File: config.mk
export PLATFORM = sky130hd
export DESIGN_NAME = rf_wr_arbiter_flat
export DESIGN_NICKNAME = d
export VERILOG_FILES = /design/src/rtl/rf_arb_pkg.sv /design/src/rtl/rf_wr_arbiter_if.sv /design/src/rtl/rf_wr_fifo.sv /design/src/rtl/rf_wr_arbiter.sv /design/src/flat_wrapper.sv
export SDC_FILE = /design/constraint.sdc
export NUM_CORES = 1
export LEC_CHECK = 0
export BUFFER_PORTS_ARGS = -buffer_cell sky130_fd_sc_hd__buf_2
export CORE_MARGIN = 10
export CORE_UTILIZATION = 42
export DETAILED_ROUTE_END_ITERATION = 16
export HOLD_SLACK_MARGIN = 0.1
export PLACE_DENSITY = 0.69
export SLEW_MARGIN = 20
export SYNTH_ARGS = -nofsm -noshare
export SYNTH_HDL_FRONTEND = slang
export SYNTH_HIERARCHICAL = 1
export SYNTH_SLANG_ARGS = --single-unit
File: constraint.sdc
create_clock -name clk -period 2.9 [get_ports clk]
set_clock_uncertainty 0.05 [all_clocks]
set_input_delay 0.145 -clock clk [delete_from_list [all_inputs] [get_ports clk]]
set_output_delay 0.145 -clock clk [all_outputs]
set_load 0.1 [all_outputs]
File: src/rtl/rf_arb_pkg.sv
// rf_arb_pkg: shared types and default parameter constants for the register-file
// write arbiter (rf_wr_arbiter) and its MDU pending-write queue (rf_wr_fifo).
package rf_arb_pkg;

  localparam int unsigned DEF_ADDR_WIDTH   = 5;
  localparam int unsigned DEF_D_WIDTH      = 32;
  localparam int unsigned DEF_FIFO_DEPTH   = 2;
  localparam int unsigned DEF_STARVE_LIMIT = 4;

  // Queue entry at default widths; the top re-declares the same layout at its
  // own parameter widths and hands it to the queue as a type parameter.
  typedef struct packed {
    logic [DEF_ADDR_WIDTH-1:0] rd;
    logic [DEF_D_WIDTH-1:0]    wdata;
  } rf_wr_entry_t;

endpackage

File: src/rtl/rf_wr_arbiter_if.sv
// rf_wr_arbiter_if: bundle of writeback, MDU, register-file and pending-check
// signals around rf_wr_arbiter.
//   master : pipeline side (drives wb_*, mdu_valid/rd/wdata, chk_*)
//   slave  : arbiter side  (drives mdu_ready, rf_*, wb_stall, pend_*)
interface rf_wr_arbiter_if
  import rf_arb_pkg::*;
#(
  parameter int unsigned ADDR_WIDTH = DEF_ADDR_WIDTH,
  parameter int unsigned D_WIDTH    = DEF_D_WIDTH
);
  logic                  wb_we;
  logic [ADDR_WIDTH-1:0] wb_rd;
  logic [D_WIDTH-1:0]    wb_wdata;
  logic                  mdu_valid;
  logic                  mdu_ready;
  logic [ADDR_WIDTH-1:0] mdu_rd;
  logic [D_WIDTH-1:0]    mdu_wdata;
  logic                  rf_we;
  logic [ADDR_WIDTH-1:0] rf_rd;
  logic [D_WIDTH-1:0]    rf_wdata;
  logic                  wb_stall;
  logic [ADDR_WIDTH-1:0] chk_rs;
  logic [ADDR_WIDTH-1:0] chk_rt;
  logic                  pend_rs;
  logic                  pend_rt;

  modport master (
    output wb_we, wb_rd, wb_wdata, mdu_valid, mdu_rd, mdu_wdata, chk_rs, chk_rt,
    input  mdu_ready, rf_we, rf_rd, rf_wdata, wb_stall, pend_rs, pend_rt
  );

  modport slave (
    input  wb_we, wb_rd, wb_wdata, mdu_valid, mdu_rd, mdu_wdata, chk_rs, chk_rt,
    output mdu_ready, rf_we, rf_rd, rf_wdata, wb_stall, pend_rs, pend_rt
  );
endinterface

File: src/rtl/rf_wr_fifo.sv
// rf_wr_fifo: FIFO of pending MDU register writes.
// Ports: clk, rst (sync, active-high); push_i/push_data_i enqueue;
//        pop_i dequeue; head_o oldest entry; empty_o / full_o from the
//        registered count. With RF_WR_ARBITER_PEND_CHECK_EN defined, ents_o /
//        vld_o expose every slot and its valid bit for the pending check.
module rf_wr_fifo
  import rf_arb_pkg::*;
#(
  parameter int unsigned DEPTH   = DEF_FIFO_DEPTH,
  parameter type         entry_t = rf_wr_entry_t
) (
  input  logic   clk,
  input  logic   rst,
  input  logic   push_i,
  input  entry_t push_data_i,
  input  logic   pop_i,
  output entry_t head_o,
  output logic   empty_o,
  output logic   full_o
`ifdef RF_WR_ARBITER_PEND_CHECK_EN
  ,
  output entry_t [DEPTH-1:0] ents_o,
  output logic   [DEPTH-1:0] vld_o
`endif
);
  localparam int unsigned PW = $clog2(DEPTH);
  localparam int unsigned CW = PW + 1;

  entry_t          mem_q [DEPTH];
  logic [PW-1:0]   wr_ptr_q;
  logic [PW-1:0]   rd_ptr_q;
  logic [CW-1:0]   cnt_q;
  logic [CW-1:0]   cnt_d;

  always_comb begin
    cnt_d = cnt_q;
    case ({push_i, pop_i})
      2'b10:   cnt_d = cnt_q + CW'(1);
      2'b01:   cnt_d = cnt_q - CW'(1);
      default: cnt_d = cnt_q;
    endcase
  end

  // Pointers wrap naturally because DEPTH is a power of two.
  always_ff @(posedge clk) begin
    if (rst) begin
      wr_ptr_q <= '0;
      rd_ptr_q <= '0;
      cnt_q    <= '0;
    end else begin
      if (push_i) wr_ptr_q <= wr_ptr_q + PW'(1);
      if (pop_i)  rd_ptr_q <= rd_ptr_q + PW'(1);
      cnt_q <= cnt_d;
    end
  end

  always_ff @(posedge clk) begin
    if (push_i) mem_q[wr_ptr_q] <= push_data_i;
  end

  assign head_o  = mem_q[rd_ptr_q];
  assign empty_o = (cnt_q == '0);
  assign full_o  = (cnt_q == CW'(DEPTH));

`ifdef RF_WR_ARBITER_PEND_CHECK_EN
  // A slot is live when its distance from the read pointer is below the count.
  always_comb begin
    logic [PW-1:0] off;
    off = '0;
    for (int unsigned i = 0; i < DEPTH; i++) begin
      off       = PW'(i) - rd_ptr_q;
      ents_o[i] = mem_q[i];
      vld_o[i]  = ({1'b0, off} < cnt_q);
    end
  end
`endif

endmodule

File: src/rtl/rf_wr_arbiter.sv
// rf_wr_arbiter: merges writeback-stage writes and queued multi-cycle-unit
// (MDU) results onto one registered register-file write port. Writeback always
// wins; MDU results wait in rf_wr_fifo and drain on idle writeback cycles. A
// starve counter raises wb_stall to ask the pipeline for a bubble.
// Ports: clk, rst (sync, active-high); bus (rf_wr_arbiter_if.slave) carrying
//        wb_*, mdu_*, rf_*, wb_stall, chk_* and pend_*.
// Option: RF_WR_ARBITER_PEND_CHECK_EN builds the pend_rs/pend_rt comparators
//         (otherwise both are tied low).
module rf_wr_arbiter
  import rf_arb_pkg::*;
#(
  parameter int unsigned ADDR_WIDTH   = DEF_ADDR_WIDTH,
  parameter int unsigned D_WIDTH      = DEF_D_WIDTH,
  parameter int unsigned FIFO_DEPTH   = DEF_FIFO_DEPTH,
  parameter int unsigned STARVE_LIMIT = DEF_STARVE_LIMIT
) (
  input logic             clk,
  input logic             rst,
  rf_wr_arbiter_if.slave  bus
);
  localparam int unsigned SW = $clog2(STARVE_LIMIT + 1);

  typedef struct packed {
    logic [ADDR_WIDTH-1:0] rd;
    logic [D_WIDTH-1:0]    wdata;
  } entry_t;

  logic                  wb_eff;
  logic                  push;
  logic                  pop;
  logic                  q_empty;
  logic                  q_full;
  entry_t                q_head;
  entry_t                push_data;

  logic                  rf_we_q;
  logic [ADDR_WIDTH-1:0] rf_rd_q;
  logic [D_WIDTH-1:0]    rf_wdata_q;
  logic [SW-1:0]         starve_q;
  logic [SW-1:0]         starve_d;
  logic                  stall_q;

`ifdef RF_WR_ARBITER_PEND_CHECK_EN
  entry_t [FIFO_DEPTH-1:0] q_ents;
  logic   [FIFO_DEPTH-1:0] q_vld;
  logic                    rf_mdu_q;
  logic                    pend_rs;
  logic                    pend_rt;
`endif

  rf_wr_fifo #(
    .DEPTH   (FIFO_DEPTH),
    .entry_t (entry_t)
  ) u_fifo (
    .clk         (clk),
    .rst         (rst),
    .push_i      (push),
    .push_data_i (push_data),
    .pop_i       (pop),
    .head_o      (q_head),
    .empty_o     (q_empty),
    .full_o      (q_full)
`ifdef RF_WR_ARBITER_PEND_CHECK_EN
    ,
    .ents_o      (q_ents),
    .vld_o       (q_vld)
`endif
  );

  always_comb begin
    wb_eff          = bus.wb_we && (bus.wb_rd != '0);
    // rd==0 MDU results complete the handshake but are never queued.
    push            = bus.mdu_valid && !q_full && (bus.mdu_rd != '0);
    pop             = !wb_eff && !q_empty;
    push_data.rd    = bus.mdu_rd;
    push_data.wdata = bus.mdu_wdata;

    starve_d = starve_q;
    if (pop || q_empty)
      starve_d = '0;
    else if (wb_eff && (starve_q != SW'(STARVE_LIMIT)))
      starve_d = starve_q + SW'(1);
  end

  always_ff @(posedge clk) begin
    if (rst) begin
      rf_we_q    <= 1'b0;
      rf_rd_q    <= '0;
      rf_wdata_q <= '0;
      starve_q   <= '0;
      stall_q    <= 1'b0;
    end else begin
      starve_q <= starve_d;
      stall_q  <= (starve_d == SW'(STARVE_LIMIT));
      if (wb_eff) begin
        rf_we_q    <= 1'b1;
        rf_rd_q    <= bus.wb_rd;
        rf_wdata_q <= bus.wb_wdata;
      end else if (pop) begin
        rf_we_q    <= 1'b1;
        rf_rd_q    <= q_head.rd;
        rf_wdata_q <= q_head.wdata;
      end else begin
        rf_we_q    <= 1'b0;
      end
    end
  end

  assign bus.mdu_ready = !q_full;
  assign bus.rf_we     = rf_we_q;
  assign bus.rf_rd     = rf_rd_q;
  assign bus.rf_wdata  = rf_wdata_q;
  assign bus.wb_stall  = stall_q;

`ifdef RF_WR_ARBITER_PEND_CHECK_EN
  // Tracks whether the write on the rf port was drained from the queue.
  always_ff @(posedge clk) begin
    if (rst) rf_mdu_q <= 1'b0;
    else     rf_mdu_q <= pop;
  end

  always_comb begin
    pend_rs = 1'b0;
    pend_rt = 1'b0;
    for (int unsigned i = 0; i < FIFO_DEPTH; i++) begin
      if (q_vld[i] && (q_ents[i].rd == bus.chk_rs)) pend_rs = 1'b1;
      if (q_vld[i] && (q_ents[i].rd == bus.chk_rt)) pend_rt = 1'b1;
    end
    if (rf_we_q && rf_mdu_q && (rf_rd_q == bus.chk_rs)) pend_rs = 1'b1;
    if (rf_we_q && rf_mdu_q && (rf_rd_q == bus.chk_rt)) pend_rt = 1'b1;
    if (bus.chk_rs == '0) pend_rs = 1'b0;
    if (bus.chk_rt == '0) pend_rt = 1'b0;
  end

  assign bus.pend_rs = pend_rs;
  assign bus.pend_rt = pend_rt;
`else
  assign bus.pend_rs = 1'b0;
  assign bus.pend_rt = 1'b0;
`endif

endmodule

File: src/flat_wrapper.sv
// flat-port wrapper written by rule: the top's interface ports become plain ports
module rf_wr_arbiter_flat import rf_arb_pkg::*;
#(
  parameter int unsigned ADDR_WIDTH   = DEF_ADDR_WIDTH,
  parameter int unsigned D_WIDTH      = DEF_D_WIDTH,
  parameter int unsigned FIFO_DEPTH   = DEF_FIFO_DEPTH,
  parameter int unsigned STARVE_LIMIT = DEF_STARVE_LIMIT
)
  (clk, rst, bus_wb_we, bus_wb_rd, bus_wb_wdata, bus_mdu_valid, bus_mdu_rd, bus_mdu_wdata, bus_chk_rs, bus_chk_rt, bus_mdu_ready, bus_rf_we, bus_rf_rd, bus_rf_wdata, bus_wb_stall, bus_pend_rs, bus_pend_rt);
  rf_wr_arbiter_if #(.ADDR_WIDTH(ADDR_WIDTH), .D_WIDTH(D_WIDTH)) bus_i ();
  input logic clk;
  input logic rst;
  input wire logic [$bits(bus_i.wb_we)-1:0] bus_wb_we;
  input wire logic [$bits(bus_i.wb_rd)-1:0] bus_wb_rd;
  input wire logic [$bits(bus_i.wb_wdata)-1:0] bus_wb_wdata;
  input wire logic [$bits(bus_i.mdu_valid)-1:0] bus_mdu_valid;
  input wire logic [$bits(bus_i.mdu_rd)-1:0] bus_mdu_rd;
  input wire logic [$bits(bus_i.mdu_wdata)-1:0] bus_mdu_wdata;
  input wire logic [$bits(bus_i.chk_rs)-1:0] bus_chk_rs;
  input wire logic [$bits(bus_i.chk_rt)-1:0] bus_chk_rt;
  output wire logic [$bits(bus_i.mdu_ready)-1:0] bus_mdu_ready;
  output wire logic [$bits(bus_i.rf_we)-1:0] bus_rf_we;
  output wire logic [$bits(bus_i.rf_rd)-1:0] bus_rf_rd;
  output wire logic [$bits(bus_i.rf_wdata)-1:0] bus_rf_wdata;
  output wire logic [$bits(bus_i.wb_stall)-1:0] bus_wb_stall;
  output wire logic [$bits(bus_i.pend_rs)-1:0] bus_pend_rs;
  output wire logic [$bits(bus_i.pend_rt)-1:0] bus_pend_rt;
  assign bus_i.wb_we = bus_wb_we;
  assign bus_i.wb_rd = bus_wb_rd;
  assign bus_i.wb_wdata = bus_wb_wdata;
  assign bus_i.mdu_valid = bus_mdu_valid;
  assign bus_i.mdu_rd = bus_mdu_rd;
  assign bus_i.mdu_wdata = bus_mdu_wdata;
  assign bus_i.chk_rs = bus_chk_rs;
  assign bus_i.chk_rt = bus_chk_rt;
  assign bus_mdu_ready = bus_i.mdu_ready;
  assign bus_rf_we = bus_i.rf_we;
  assign bus_rf_rd = bus_i.rf_rd;
  assign bus_rf_wdata = bus_i.rf_wdata;
  assign bus_wb_stall = bus_i.wb_stall;
  assign bus_pend_rs = bus_i.pend_rs;
  assign bus_pend_rt = bus_i.pend_rt;
  rf_wr_arbiter #(.ADDR_WIDTH(ADDR_WIDTH), .D_WIDTH(D_WIDTH), .FIFO_DEPTH(FIFO_DEPTH), .STARVE_LIMIT(STARVE_LIMIT)) u_core (.clk(clk), .rst(rst), .bus(bus_i));
endmodule
==> impl_metrics.env <==
export IMPL_vias_per_cell=5.16
export IMPL_end_kind="register"
export IMPL_grt_max_degree=41
export IMPL_gp_congestion=0.756
export IMPL_max_stage_delay_ps=610
export IMPL_synth_cells=344
export IMPL_worst_slew_pin_slew_ps=671
export IMPL_cpLargestDelayFamily="buffers and inverters"
export IMPL_grt_pass1_wl_um=20900
export IMPL_power_share_switching_pct=35.9
export IMPL_crit_top_cell="dlygate4sd3_1"
export IMPL_drtAntennaViolNets=0
export IMPL_tritoncts="done"
export IMPL_clk_insertion_delay_late_ps=410
export IMPL_ir_drop_uv=669
export IMPL_die_h_um=131
export IMPL_core_area_um2=12000
export IMPL_fillerInstances=952
export IMPL_relSlewSlack_pct=55.3
export IMPL_finalCritPeriodShare_pct=90.3
export IMPL_syn_area_um2=5170
export IMPL_synth_edf_count=74
export IMPL_fin_tns_setup_ps=0
export IMPL_p_clk_share_pct=30.5
export IMPL_cts_root_buf="clkbuf_16"
export IMPL_synth_seq_cells=121
export IMPL_ys_flop_type="edfxtp_1"
export IMPL_numCtsBuffers=17
export IMPL_drtIter0Drc=174
export IMPL_boundaryPins=130
export IMPL_drt_drc_violations_left=0
export IMPL_first_pass_iters=4
export IMPL_maxSlewViolCount=0
export IMPL_drt_wl_total_um=13000
export IMPL_p_seq_share_pct=34.8
export IMPL_fmax_ghz=0.382
export IMPL_syn_avg_cell_area_um2=15.0
export IMPL_cp_slowest_cell="a21o_4"
export IMPL_drive_gt1_share_pct=41.7
export IMPL_power_density_nw_per_um2=935
export IMPL_period_minus_slack_ps=2620
export IMPL_port_buffers=117
export IMPL_htree_levels=4
export IMPL_combPwrFrac_pct=34.8
export IMPL_overflow=0
export IMPL_grt_usage_pct=15.8
export IMPL_cts_path_max_buffers=2
export IMPL_via_count=3610
export IMPL_crit_type="in -> reg"
export IMPL_run_status="complete, no violations"
export IMPL_cts_sink_count=121
export IMPL_p_switching_uw=2410
export IMPL_path_clk_slew_ps=50
export IMPL_crit_fanout=40
export IMPL_n_antenna_cell=0
export IMPL_ys_types=37
export IMPL_antenna_found_initial=0
export IMPL_arrival_ps=2920
export IMPL_synthArstFlopShare_pct=0
export IMPL_hold_viol=0
export IMPL_min_path_type="in -> reg"
export IMPL_rsz0062_at_grt="false"
export IMPL_grt_pass1_vias=4059
export IMPL_cp_required_ps=3200
export IMPL_area_growth_pct=39.0
export IMPL_hpwlAfterDp_um=8050
export IMPL_crit_chain="dlygate4sd3_1, buf_2, nor4_4, buf_4, a21o_4, a32o_1, dlygate4sd3_1"
export IMPL_p_leak_uw=0.00289
export IMPL_seq_area_frac_synth_pct=61.2
export IMPL_routedWlPerCell_um=18.6
export IMPL_initial_core_util_pct=43.0
export IMPL_dieArea_um2=17100
export IMPL_core_rowCount=40
export IMPL_max_cap_violations=0
export IMPL_p_total_uw=6720
export IMPL_internal_power_uw=4310
export IMPL_die_w_um=131
export IMPL_startpoint_type="primary input"
export IMPL_cp_num_buf_inv=4
export IMPL_nets=630
export IMPL_setup_viol=0
export IMPL_synth_warnings=6
-- timing repair --
| action | CTS | global route |
|---|---|---|
| gates resized for setup | 0 | 0 |
| endpoints found under the hold margin | 111 | 0 |
| setup buffers | 0 | 0 |
| hold buffers | 78 | 0 |
-- flip-flops by register name (all words and copies together), names as in the netlist, named ones only --
| name | flops |
|---|---|
| u_core/u_fifo/mem_q | 74 |
| u_core/bus.rf_wdata | 32 |
| u_core/bus.rf_rd | 5 |
| u_core/starve_q | 3 |
| u_core/u_fifo/cnt_q | 2 |
| u_core/bus.rf_we | 1 |
| u_core/bus.wb_stall | 1 |
| u_core/u_fifo/rd_ptr_q | 1 |
| u_core/u_fifo/wr_ptr_q | 1 |
-- area by class of cell --
class                   instances  area [um2]  area share [%]
inverters                       7        26.3           0.366
clock buffers                  23         488            6.79
flip-flops and latches        121        3160            44.0
clock inverters                 9        95.1            1.32
repair buffers                204        1430            20.0
multi-input cells             188        1790            25.0
well taps                     147         184            2.56
-- metal layers --
layer / GRT usage [%] / vias up / part of all wire (%)
li1: - / 1733 / -
met1: 18.3 / 1754 / 41
met2: 26.7 / 105 / 51
met3: 5.44 / 18 / 7.0
met4: 5.49 / 0 / 1.3
met5: 0 / - / 0
-- per-stage QoR --
step | std cells | setup slack [ps] | hold slack, ps | area (um2) | util (%)
6_report | 699 | 282 | 175 | 7180 | 59.8
5_1_grt | 699 | 154 | 186 | 7180 | 59.8
4_1_cts | 699 | 291 | 159 | 7180 | 59.8
3_5_place_dp | 589 | 844 | 287 | 5820 | 48.5
3_3_place_gp | 589 | 905 | 282 | 5820 | 48.5
2_1_floorplan | 345 | 275 | 164 | 5180 | -
-- path summary, 6_finish.rpt --
| check | startpoint | endpoint | slack (ps) | cells past startpoint |
|---|---|---|---|---|
| max | bus_wb_rd[0] | u_core/bus.rf_rd[3] | 280 | 7 |
| min | rst | u_core/bus.rf_we | 170 | 2 |
| max reg2reg | register | u_core/bus.rf_rd[3] | 620 | 5 |
| min reg2reg | u_core/u_fifo/rd_ptr_q | register | 480 | 2 |
-- power groups by stage --
stage                     sequential (uW)  clock, uW  combinational (uW)
after floorplan                      3000          0                1200
after global placement               2360          0                2230
after detailed placement             2380          0                2260
after CTS                            2340       2090                2360
after global routing                 2370       2170                2470
final                                2340       2050                2340
-- cell usage after synthesis (2+ instances only) --
master    instances  area (um2)
buf_2             8        40.0
mux2i_1          38         380
clkbuf_1          4        15.0
a21oi_1           4        20.0
o21ai_0           2        10.0
a211oi_1         35         263
xnor2_1           4        35.0
inv_1             5        18.8
nor2_1            9        33.8
dfxtp_1          47         941
clkinv_1          2        7.51
o31ai_1           3        22.5
buf_4             8        60.1
buf_1             2        7.51
nor4_1            3        18.8
mux2_2           37         417
buf_6             6        67.6
or3_1             3        18.8
a32o_1            2        20.0
ha_1              3        37.5
a211oi_2         29         363
nand3_1           2        10.0
edfxtp_1         74        2220
-- placed cells by master (no fill, tap or decap), drive strengths merged, types with 2 or more instances in the layout --
master,instances
conb,2
dfxtp,47
bufinv,2
nand3,2
nor2,9
xnor2,4
edfxtp,74
dlygate4sd3,78
inv,5
clkbuf,23
o31ai,3
buf,126
or3,3
a21oi,4
o21ai,2
ha,3
a32o,2
a211oi,64
clkinv,9
mux2i,38
nor4,4
mux2,37
-- kinds of logic after synthesis --
| logic type | Yosys count | share of synthesized area (%) |
|---|---|---|
| mux | 75 | 15.4 |
| flops | 121 | 61.2 |
| compound gates | 79 | 14.5 |
| fa+ha+maj | 3 | 0.726 |
| buf+inv | 36 | 4.48 |
| other cells | 1 | 0.0726 |
| simple gates | 24 | 2.78 |
| xor+xnor | 5 | 0.847 |
Power figures use the tool's default switching activity.
